[src/rtl/dsp_mac_sequencer_if.sv]
// dsp_mac_sequencer_if
//  Groups the job handshake, operand flow control and DSP48A1 control/status signals
//  of the MAC sequencer.
//  master : job scheduler side (drives job_*, op_valid, abort; observes everything else)
//  slave  : sequencer side (drives ready/CE/OPMODE/RSTP/result/status signals)
interface dsp_mac_sequencer_if #(
   parameter int LENW = 8
);
   logic            job_valid;
   logic            job_ready;
   logic [LENW-1:0] job_len;
   logic            job_preadd;
   logic            job_sub;
   logic            job_accum;
   logic            op_valid;
   logic            op_ready;
   logic            abort;
   logic            CEA;
   logic            CEB;
   logic            CED;
   logic            CEOPMODE;
   logic            CEM;
   logic            CEP;
   logic            RSTP;
   logic [7:0]      OPMODE;
   logic            res_valid;
   logic            res_last;
   logic            busy;
   logic            done;

   modport master (
      output job_valid, job_len, job_preadd, job_sub, job_accum, op_valid, abort,
      input  job_ready, op_ready, CEA, CEB, CED, CEOPMODE, CEM, CEP, RSTP, OPMODE,
             res_valid, res_last, busy, done
   );

   modport slave (
      input  job_valid, job_len, job_preadd, job_sub, job_accum, op_valid, abort,
      output job_ready, op_ready, CEA, CEB, CED, CEOPMODE, CEM, CEP, RSTP, OPMODE,
             res_valid, res_last, busy, done
   );
endinterface

[src/rtl/dsp_mac_sequencer.sv]
// dsp_mac_sequencer
//  Job-level controller for one DSP48A1 slice. Accepts a job, clears P, streams
//  operand pairs under op_valid/op_ready, and tracks each product through the slice
//  pipeline so P is enabled only for real products and results are flagged.
//  Ports:
//   clk   : rising-edge clock
//   RST_N : asynchronous active-low reset
//   bus   : dsp_mac_sequencer_if.slave (job handshake, operand flow control,
//           slice CE/OPMODE/RSTP, result and status flags)
module dsp_mac_sequencer #(
   parameter int LAT  = 4,
   parameter int LENW = 8
) (
   input logic                  clk,
   input logic                  RST_N,
   dsp_mac_sequencer_if.slave   bus
);
   // vld_pipe[0] is loaded by fire; vld_pipe[STAGES] is the P load enable.
   localparam int STAGES = LAT - 2;

   typedef enum logic [2:0] {IDLE, CLEAR, STREAM, DRAIN, DONE} state_t;

   state_t          state, state_nxt;
   logic [LENW-1:0] len_q;
   logic            accum_q;
   logic [7:0]      opmode_q;
   logic [LENW-1:0] count;
   logic [STAGES:0] vld_pipe;
   logic [STAGES:0] last_pipe;
   logic            res_valid_q, res_last_q;

   logic abort_act, fire, last_fire, accept, cep;
   logic job_ready_c, rstp_c, ceopmode_c, done_c;

   // abort is meaningless in IDLE; elsewhere it overrides every other action.
   assign abort_act = bus.abort && (state != IDLE);
   assign fire      = (state == STREAM) && bus.op_valid && !abort_act;
   assign last_fire = fire && (count == LENW'(len_q - 1'b1));
   assign accept    = (state == IDLE) && bus.job_valid;
   assign cep       = vld_pipe[STAGES];

   always_comb begin
      state_nxt   = state;
      job_ready_c = 1'b0;
      rstp_c      = 1'b0;
      ceopmode_c  = 1'b0;
      done_c      = 1'b0;
      case (state)
         IDLE: begin
            job_ready_c = 1'b1;
            if (bus.job_valid) state_nxt = (bus.job_len == '0) ? DONE : CLEAR;
         end
         CLEAR: begin
            rstp_c     = 1'b1;
            ceopmode_c = 1'b1;
            state_nxt  = STREAM;
         end
         STREAM: if (last_fire) state_nxt = DRAIN;
         DRAIN:  if (vld_pipe == '0) state_nxt = DONE;
         DONE: begin
            done_c    = 1'b1;
            state_nxt = IDLE;
         end
         default: state_nxt = IDLE;
      endcase
      if (abort_act) begin
         state_nxt = IDLE;
         rstp_c    = 1'b1;
         done_c    = 1'b0;
      end
   end

   always_ff @(posedge clk or negedge RST_N) begin
      if (!RST_N) begin
         state       <= IDLE;
         len_q       <= '0;
         accum_q     <= 1'b0;
         opmode_q    <= '0;
         count       <= '0;
         vld_pipe    <= '0;
         last_pipe   <= '0;
         res_valid_q <= 1'b0;
         res_last_q  <= 1'b0;
      end else begin
         state <= state_nxt;
         if (accept) begin
            len_q   <= bus.job_len;
            accum_q <= bus.job_accum;
            count   <= '0;
            // OPMODE only moves when a streaming job starts; it is stable through CLEAR
            // (where CEOPMODE loads it into the slice) and the whole job.
            if (bus.job_len != '0)
               opmode_q <= {1'b0, bus.job_sub, 1'b0, bus.job_preadd,
                            bus.job_accum ? 2'b10 : 2'b00, 2'b01};
         end
         if (abort_act) begin
            count       <= '0;
            vld_pipe    <= '0;
            last_pipe   <= '0;
            res_valid_q <= 1'b0;
            res_last_q  <= 1'b0;
         end else begin
            // count stops at len-1 so it can never wrap.
            if (fire && !last_fire) count <= count + 1'b1;
            vld_pipe[0]  <= fire;
            last_pipe[0] <= last_fire;
            for (int i = 1; i <= STAGES; i++) begin
               vld_pipe[i]  <= vld_pipe[i-1];
               last_pipe[i] <= last_pipe[i-1];
            end
            // In accumulate mode only the final sum is a result.
            res_valid_q <= cep && (!accum_q || last_pipe[STAGES]);
            res_last_q  <= cep && last_pipe[STAGES];
         end
      end
   end

   assign bus.job_ready = job_ready_c;
   assign bus.op_ready  = (state == STREAM) && !abort_act;
   assign bus.CEA       = fire;
   assign bus.CEB       = fire;
   assign bus.CED       = fire;
   assign bus.CEOPMODE  = ceopmode_c;
   assign bus.CEM       = (state != IDLE);
   assign bus.CEP       = cep;
   assign bus.RSTP      = rstp_c;
   assign bus.OPMODE    = opmode_q;
   assign bus.res_valid = res_valid_q;
   assign bus.res_last  = res_last_q;
   assign bus.busy      = (state != IDLE);
   assign bus.done      = done_c;
endmodule

[src/flat_wrapper.sv]
// flat-port wrapper written by rule: the top's interface ports become plain ports
module dsp_mac_sequencer_flat 
#(
   parameter int LAT  = 4,
   parameter int LENW = 8
)
  (clk, RST_N, bus_job_valid, bus_job_len, bus_job_preadd, bus_job_sub, bus_job_accum, bus_op_valid, bus_abort, bus_job_ready, bus_op_ready, bus_CEA, bus_CEB, bus_CED, bus_CEOPMODE, bus_CEM, bus_CEP, bus_RSTP, bus_OPMODE, bus_res_valid, bus_res_last, bus_busy, bus_done);
  dsp_mac_sequencer_if #(.LENW(LENW)) bus_i ();
  input logic clk;
  input logic RST_N;
  input wire logic [$bits(bus_i.job_valid)-1:0] bus_job_valid;
  input wire logic [$bits(bus_i.job_len)-1:0] bus_job_len;
  input wire logic [$bits(bus_i.job_preadd)-1:0] bus_job_preadd;
  input wire logic [$bits(bus_i.job_sub)-1:0] bus_job_sub;
  input wire logic [$bits(bus_i.job_accum)-1:0] bus_job_accum;
  input wire logic [$bits(bus_i.op_valid)-1:0] bus_op_valid;
  input wire logic [$bits(bus_i.abort)-1:0] bus_abort;
  output wire logic [$bits(bus_i.job_ready)-1:0] bus_job_ready;
  output wire logic [$bits(bus_i.op_ready)-1:0] bus_op_ready;
  output wire logic [$bits(bus_i.CEA)-1:0] bus_CEA;
  output wire logic [$bits(bus_i.CEB)-1:0] bus_CEB;
  output wire logic [$bits(bus_i.CED)-1:0] bus_CED;
  output wire logic [$bits(bus_i.CEOPMODE)-1:0] bus_CEOPMODE;
  output wire logic [$bits(bus_i.CEM)-1:0] bus_CEM;
  output wire logic [$bits(bus_i.CEP)-1:0] bus_CEP;
  output wire logic [$bits(bus_i.RSTP)-1:0] bus_RSTP;
  output wire logic [$bits(bus_i.OPMODE)-1:0] bus_OPMODE;
  output wire logic [$bits(bus_i.res_valid)-1:0] bus_res_valid;
  output wire logic [$bits(bus_i.res_last)-1:0] bus_res_last;
  output wire logic [$bits(bus_i.busy)-1:0] bus_busy;
  output wire logic [$bits(bus_i.done)-1:0] bus_done;
  assign bus_i.job_valid = bus_job_valid;
  assign bus_i.job_len = bus_job_len;
  assign bus_i.job_preadd = bus_job_preadd;
  assign bus_i.job_sub = bus_job_sub;
  assign bus_i.job_accum = bus_job_accum;
  assign bus_i.op_valid = bus_op_valid;
  assign bus_i.abort = bus_abort;
  assign bus_job_ready = bus_i.job_ready;
  assign bus_op_ready = bus_i.op_ready;
  assign bus_CEA = bus_i.CEA;
  assign bus_CEB = bus_i.CEB;
  assign bus_CED = bus_i.CED;
  assign bus_CEOPMODE = bus_i.CEOPMODE;
  assign bus_CEM = bus_i.CEM;
  assign bus_CEP = bus_i.CEP;
  assign bus_RSTP = bus_i.RSTP;
  assign bus_OPMODE = bus_i.OPMODE;
  assign bus_res_valid = bus_i.res_valid;
  assign bus_res_last = bus_i.res_last;
  assign bus_busy = bus_i.busy;
  assign bus_done = bus_i.done;
  dsp_mac_sequencer #(.LAT(LAT), .LENW(LENW)) u_core (.clk(clk), .RST_N(RST_N), .bus(bus_i));
endmodule
[config.mk]
export PLATFORM = sky130hd
export DESIGN_NAME = dsp_mac_sequencer_flat
export DESIGN_NICKNAME = d
export VERILOG_FILES = /design/src/rtl/dsp_mac_sequencer_if.sv /design/src/rtl/dsp_mac_sequencer.sv /design/src/flat_wrapper.sv
export SDC_FILE = /design/constraint.sdc
export NUM_CORES = 1
export LEC_CHECK = 0
export CAP_MARGIN = 30
export CORE_ASPECT_RATIO = 1.4
export CORE_MARGIN = 2
export CORE_UTILIZATION = 30
export CTS_CLUSTER_DIAMETER = 120
export CTS_CLUSTER_SIZE = 25
export DETAILED_ROUTE_END_ITERATION = 16
export PLACE_DENSITY = 0.53
export SYNTH_ARGS = -nofsm -noshare
export SYNTH_HDL_FRONTEND = slang
export SYNTH_SLANG_ARGS = --single-unit
export TNS_END_PERCENT = 20
[constraint.sdc]
create_clock -name clk -period 5.5 [get_ports clk]
set_input_delay 1.1 -clock clk [delete_from_list [all_inputs] [get_ports clk]]
set_output_delay 1.1 -clock clk [all_outputs]
set_load 0.01 [all_outputs]
**Word-level counts from Yosys, hierarchy flattened**

Cells that the tools add are included.
W data, S select, Z words.

- Register bits after elaboration: 33
- Input bits: 16
- Output and inout bits: 21
- Word-level logic and storage cells: 59

- Add/sub/neg operators: 2
- Eq/ne operators: 8
- Mux-type cells: 19
- Reduce and logical (&&, ||, !) cells: 21

Operator list:

| operator | number |
|---|---|
| $mux W8 | 3 |
| $mux W3 | 7 |
| $pmux W3 S4 | 1 |
| $logic_and A1 B1 Y1 | 9 |
| $add A8 B1 Y8 const B | 1 |
| $eq A8 B8 Y1 | 1 |
| $logic_not A8 Y1 | 1 |
| $reduce_bool A8 Y1 | 1 |
| $sub A8 B1 Y8 const B | 1 |
| $mux W1 | 7 |
| $eq A3 B2 Y1 const B | 2 |
| $logic_not A3 Y1 | 2 |
| $ne A3 B1 Y1 const B | 2 |
| $reduce_bool A3 Y1 | 2 |
| $eq A3 B1 Y1 const B | 1 |
| $eq A3 B3 Y1 const B | 1 |
| $logic_not A1 Y1 | 3 |
| $ne A3 B2 Y1 const B | 1 |
| $reduce_and A3 Y1 | 1 |
| $mux W2 | 1 |
| $reduce_and A2 Y1 | 1 |
| $logic_or A1 B1 Y1 | 1 |

**Depth between registers and ports, before layout**

- Depth in word-level cells: 9
- Mapped depth: 9
- Depth with buffers taken out: 8

**Least setup slack after synthesis**

OpenSTA, ideal clock, no wires.

- Path kind: input-to-output
- Start point: input bus_abort
- End point: output bus_CEB
- Arrival: 2115 ps
- Path slack: 2285 ps
- Stages on the path: 4
- Buffers on the path: 1
- Cell sequence: nor4b_1 -> nand2_1 -> inv_1 -> buf_4

- Longest elaborated chain between the ends: 3

Ends and longest elaborated chain:

| item | line | text |
|---|---|---|
| start, declared | flat_wrapper.sv:17 | `input wire logic [$bits(bus_i.abort)-1:0] bus_abort;` |
| $logic_and A1 B1 Y1 | dsp_mac_sequencer.sv:36 | `assign abort_act = bus.abort && (state != IDLE);` |
| $logic_not A1 Y1 | dsp_mac_sequencer.sv:37 | `assign fire = (state == STREAM) && bus.op_valid && !abort_act;` |
| $logic_and A1 B1 Y1 | dsp_mac_sequencer.sv:37 |  |
| end, declared | flat_wrapper.sv:21 | `output wire logic [$bits(bus_i.CEB)-1:0] bus_CEB;` |

Every way passes these cells.

**Final worst setup path**

- Start point: input bus_abort
- End point: output bus_CEA

- Longest elaborated chain between the ends: 3

Ends and longest elaborated chain:

| item | line | text |
|---|---|---|
| $logic_and A1 B1 Y1 | dsp_mac_sequencer.sv:36 |  |
| $logic_not A1 Y1 | dsp_mac_sequencer.sv:37 |  |
| $logic_and A1 B1 Y1 | dsp_mac_sequencer.sv:37 |  |
| end, declared | flat_wrapper.sv:20 | `output wire logic [$bits(bus_i.CEA)-1:0] bus_CEA;` |

Every way passes these cells.

==> impl_metrics.json <==
{
  "crit_required_ns": 4.40,
  "synthXorXnorAreaFrac_pct": 6.21,
  "yosys.area_share.simple_pct": 25.4,
  "crit_family": "buffers and inverters",
  "setup_viol": 0,
  "hold_path.class": "flip-flop to flip-flop",
  "numClockSinks": 32,
  "grt_pass1_vias": 1341,
  "synth_compound_area_share_pct": 11.2,
  "die_area_mm2": 0.00626,
  "timing.final.ws_setup_ns": 1.59,
  "crit_slowest_cell": "clkdlybuf4s50_1",
  "ctsRootBufferMaster": "clkbuf_8",
  "area_growth_pct": 26.1,
  "dp_slack_ns": 1.56,
  "comb_power_share_pct": 40.6,
  "status": "completed",
  "synth_fa_ha_area_share_pct": 1.48,
  "cellLeakagePower_uw": 0.000974,
  "ant_nets": 0,
  "reg2reg_to": "u_core.count[0]",
  "reg2reg_depth": 8,
  "reg2reg_from": "u_core.len_q[0]",
  "startpoint_type": "input port",
  "antenna_cells": 0,
  "power_frac_seq_pct": 39.0,
  "min_to": "u_core.last_pipe[2]",
  "rsz0062_at_grt": "false",
  "cts.path.max_buffers": 2,
  "fin_setup_tns_ns": 0,
  "peakVddDrop_uv": 230,
  "cp_common_cell": "clkdlybuf4s50_1",
  "synth.cell_area_mm2": 0.00169,
  "synth-main-ff-cell": "dfrtp_1",
  "r2r_slack_ns": 2.70,
  "swShare_pct": 36.8,
  "vias": 1280,
  "synth_top_family_by_area": "simple AND/OR/NAND/NOR gates",
  "worstHoldPathCells": 1,
  "finalHoldViolations": 0,
  "clk-insertion-delay-late_ns": 0.29,
  "ios": 37,
  "synthArstFlopShare_pct": 100,
  "post-route-min-period_ns": 3.91,
  "antenna_found_initial": 0,
  "nNetsFinal": 222,
  "cp_num_buf_inv": 3,
  "path_class": "input port to output port",
  "overflow": 0,
  "start_util_pct": 30.8,
  "rows": 32,
  "ys_ff_latch": 32,
  "synthMuxAreaShare_pct": 2.66,
  "cts_resized": 0,
  "synth_enable_flop_cells": 0,
  "skew_ns": 0.00657,
  "drc": 0,
  "power_density_mw_per_mm2": 433,
  "intPower_uw": 584,
  "yosysWarnings": 0,
  "maxSlewViolCount": 0,
  "cp_max_fo": 6,
  "fin_crit_sh_pct": 71.2,
  "initialDrtViolationCount": 38,
  "ctsHoldBuffers": 0,
  "post_cts_buffers": 0,
  "ys_seq_area_share_pct": 47.3,
  "cp.depth": 5,
  "fillCellCount": 527,
  "wl_mm": 3.55,
  "cts_buffers": 5,
  "drive_gt1_share_pct": 10.2,
  "drt-pass1-iter-count": 4,
  "die_y_um": 92.9,
  "hpwl_mm": 2.60,
  "hold_start": "u_core.last_pipe[1]",
  "core_mm2": 0.00549,
  "cp_cell_sequence": "clkdlybuf4s50_1 -> nor4b_1 -> nand2_1 -> inv_1 -> clkdlybuf4s50_1",
  "switchingPower_uw": 339,
  "port_buffers": 32,
  "cts_tree": "yes",
  "ys_types": 44,
  "h-tree-depth": 2,
  "clockPowerShare_pct": 20.4,
  "arrival_ns": 2.81,
  "synthCells": 172,
  "max_stage_delay_ns": 0.55,
  "via_per_inst": 4.69,
  "maxCapViolCount": 0,
  "syn_avg_cell_area_um2": 9.84,
  "cp-end-kind": "output port",
  "clk_pin_slew_ns": 0.07,
  "gp_congestion": 0.728,
  "die_x_um": 67.5,
  "postLayoutCoreUtil_pct": 38.9,
  "grt_usage_pct": 13.3,
  "wire_per_inst_um": 13.0,
  "fmax_mhz": 255,
  "grt_max_degree": 33,
  "grt_first_pass_wirelength_mm": 6.22
}
Yosys cell counts, types with 2 or more instances:
| cell type | count | area share (%) |
|---|---|---|
| dfrtp_1 | 32 | 47 |
| nor2_1 | 9 | 2.0 |
| a22o_1 | 3 | 1.6 |
| inv_1 | 5 | 1.1 |
| or4_1 | 3 | 1.3 |
| or3b_1 | 2 | 1.0 |
| and3_1 | 3 | 1.1 |
| a21bo_1 | 2 | 1.2 |
| xnor2_1 | 6 | 3.1 |
| mux2_2 | 4 | 2.7 |
| nor4_1 | 2 | 0.74 |
| nor3_1 | 2 | 0.59 |
| a21o_1 | 2 | 0.89 |
| or3b_2 | 2 | 1.0 |
| o21ai_0 | 5 | 1.5 |
| nand2b_1 | 3 | 1.1 |
| buf_4 | 7 | 3.1 |
| nand3_1 | 5 | 1.5 |
| ha_1 | 2 | 1.5 |
| xor2_1 | 6 | 3.1 |
| and2_1 | 6 | 2.2 |
| nand2_1 | 34 | 7.5 |
| or3_1 | 2 | 0.74 |
| nor2b_1 | 2 | 0.74 |
| nor4b_1 | 2 | 1.0 |
| clkbuf_1 | 3 | 0.67 |
kinds of logic after synthesis:
kind of cell	after synthesis
flip-flops	32
adder cells (fa/ha/maj)	2
AO/OA/AOI/OAI	23
XOR/XNOR	12
other	1
AND/OR/NAND/NOR	82
multiplexers	4
buffers and inverters	16
routing by layer:
| layer | share of wire, % | vias up | track usage (%) |
|---|---|---|---|
| met2 | 52 | 23 | 22.3 |
| met4 | 2.0 | 0 | 5.61 |
| met1 | 42 | 606 | 15.6 |
| met3 | 4.3 | 7 | 3.28 |
| li1 | - | 644 | - |
| met5 | 0 | - | 0 |
registers in the layout, summed over array words and instances (netlist names):
| name | flops |
|---|---|
| u_core.count | 8 |
| u_core.len_q | 8 |
| u_core.bus.OPMODE | 4 |
| u_core.last_pipe | 3 |
| u_core.state | 3 |
| u_core.vld_pipe | 3 |
| u_core.accum_q | 1 |
| u_core.bus.res_last | 1 |
| u_core.bus.res_valid | 1 |
worst max-delay path by stage:
stage / startpoint / end / slack, ns
floorplan: bus_abort / bus_CEB / 2.28
global placement: bus_abort / bus_CED / 1.56
detailed placement: bus_abort / bus_CED / 1.56
CTS: bus_abort / bus_CED / 1.52
global route: bus_abort / bus_CEA / 1.34
finish: bus_abort / bus_CEA / 1.59
through the flow:
step | std cells | power (µW) | hold WS [ns] | cell area [µm²]
after detailed placement | 265 | 746 | 0.443 | 2040
after global placement | 265 | 746 | 0.448 | 2040
final | 273 | 923 | 0.450 | 2130
after global routing | 273 | 993 | 0.471 | 2130
after floorplan | 175 | 602 | 0.420 | 1700
after CTS | 273 | 939 | 0.458 | 2130
layout by cell type (no fill, tap or decap), types with 2 or more instances in the layout:
master,Yosys,layout
nand2_1,34,34
clkdlybuf4s50_1,0,32
dfrtp_1,32,32
nor2_1,9,9
xor2_1,6,6
xnor2_1,6,6
and2_1,6,6
clkbuf_8,0,6
inv_1,5,5
nand3_1,5,5
o21ai_0,5,5
mux2_2,4,4
conb_1,1,4
nand2b_1,3,3
and3_1,3,3
a22o_1,3,3
or4_1,3,3
nor4b_1,2,2
or3_1,2,2
or3b_2,2,2
nor4_1,2,2
or3b_1,2,2
nor3_1,2,2
a21o_1,2,2
nor2b_1,2,2
a21bo_1,2,2
ha_1,2,2
clkinv_2,0,2
final cells by class:
type | count | area (µm²) | area share (%)
Inverter | 5 | 18.8 | 0.880
Clock buffer | 6 | 82.6 | 3.87
Timing Repair Buffer | 33 | 328 | 15.4
Clock inverter | 2 | 10.0 | 0.469
Multi-Input combinational cell | 127 | 808 | 37.9
Tap cell | 68 | 85.1 | 3.99
Sequential cell | 32 | 801 | 37.5
power groups by stage:
stage / logic (µW) / registers [µW] / clock network (µW)
final: 375 / 360 / 188
after floorplan: 256 / 346 / 0
after global routing: 419 / 372 / 202
after CTS: 384 / 361 / 195
after detailed placement: 381 / 365 / 0
after global placement: 381 / 365 / 0
(Power assumes the default switching activity.)
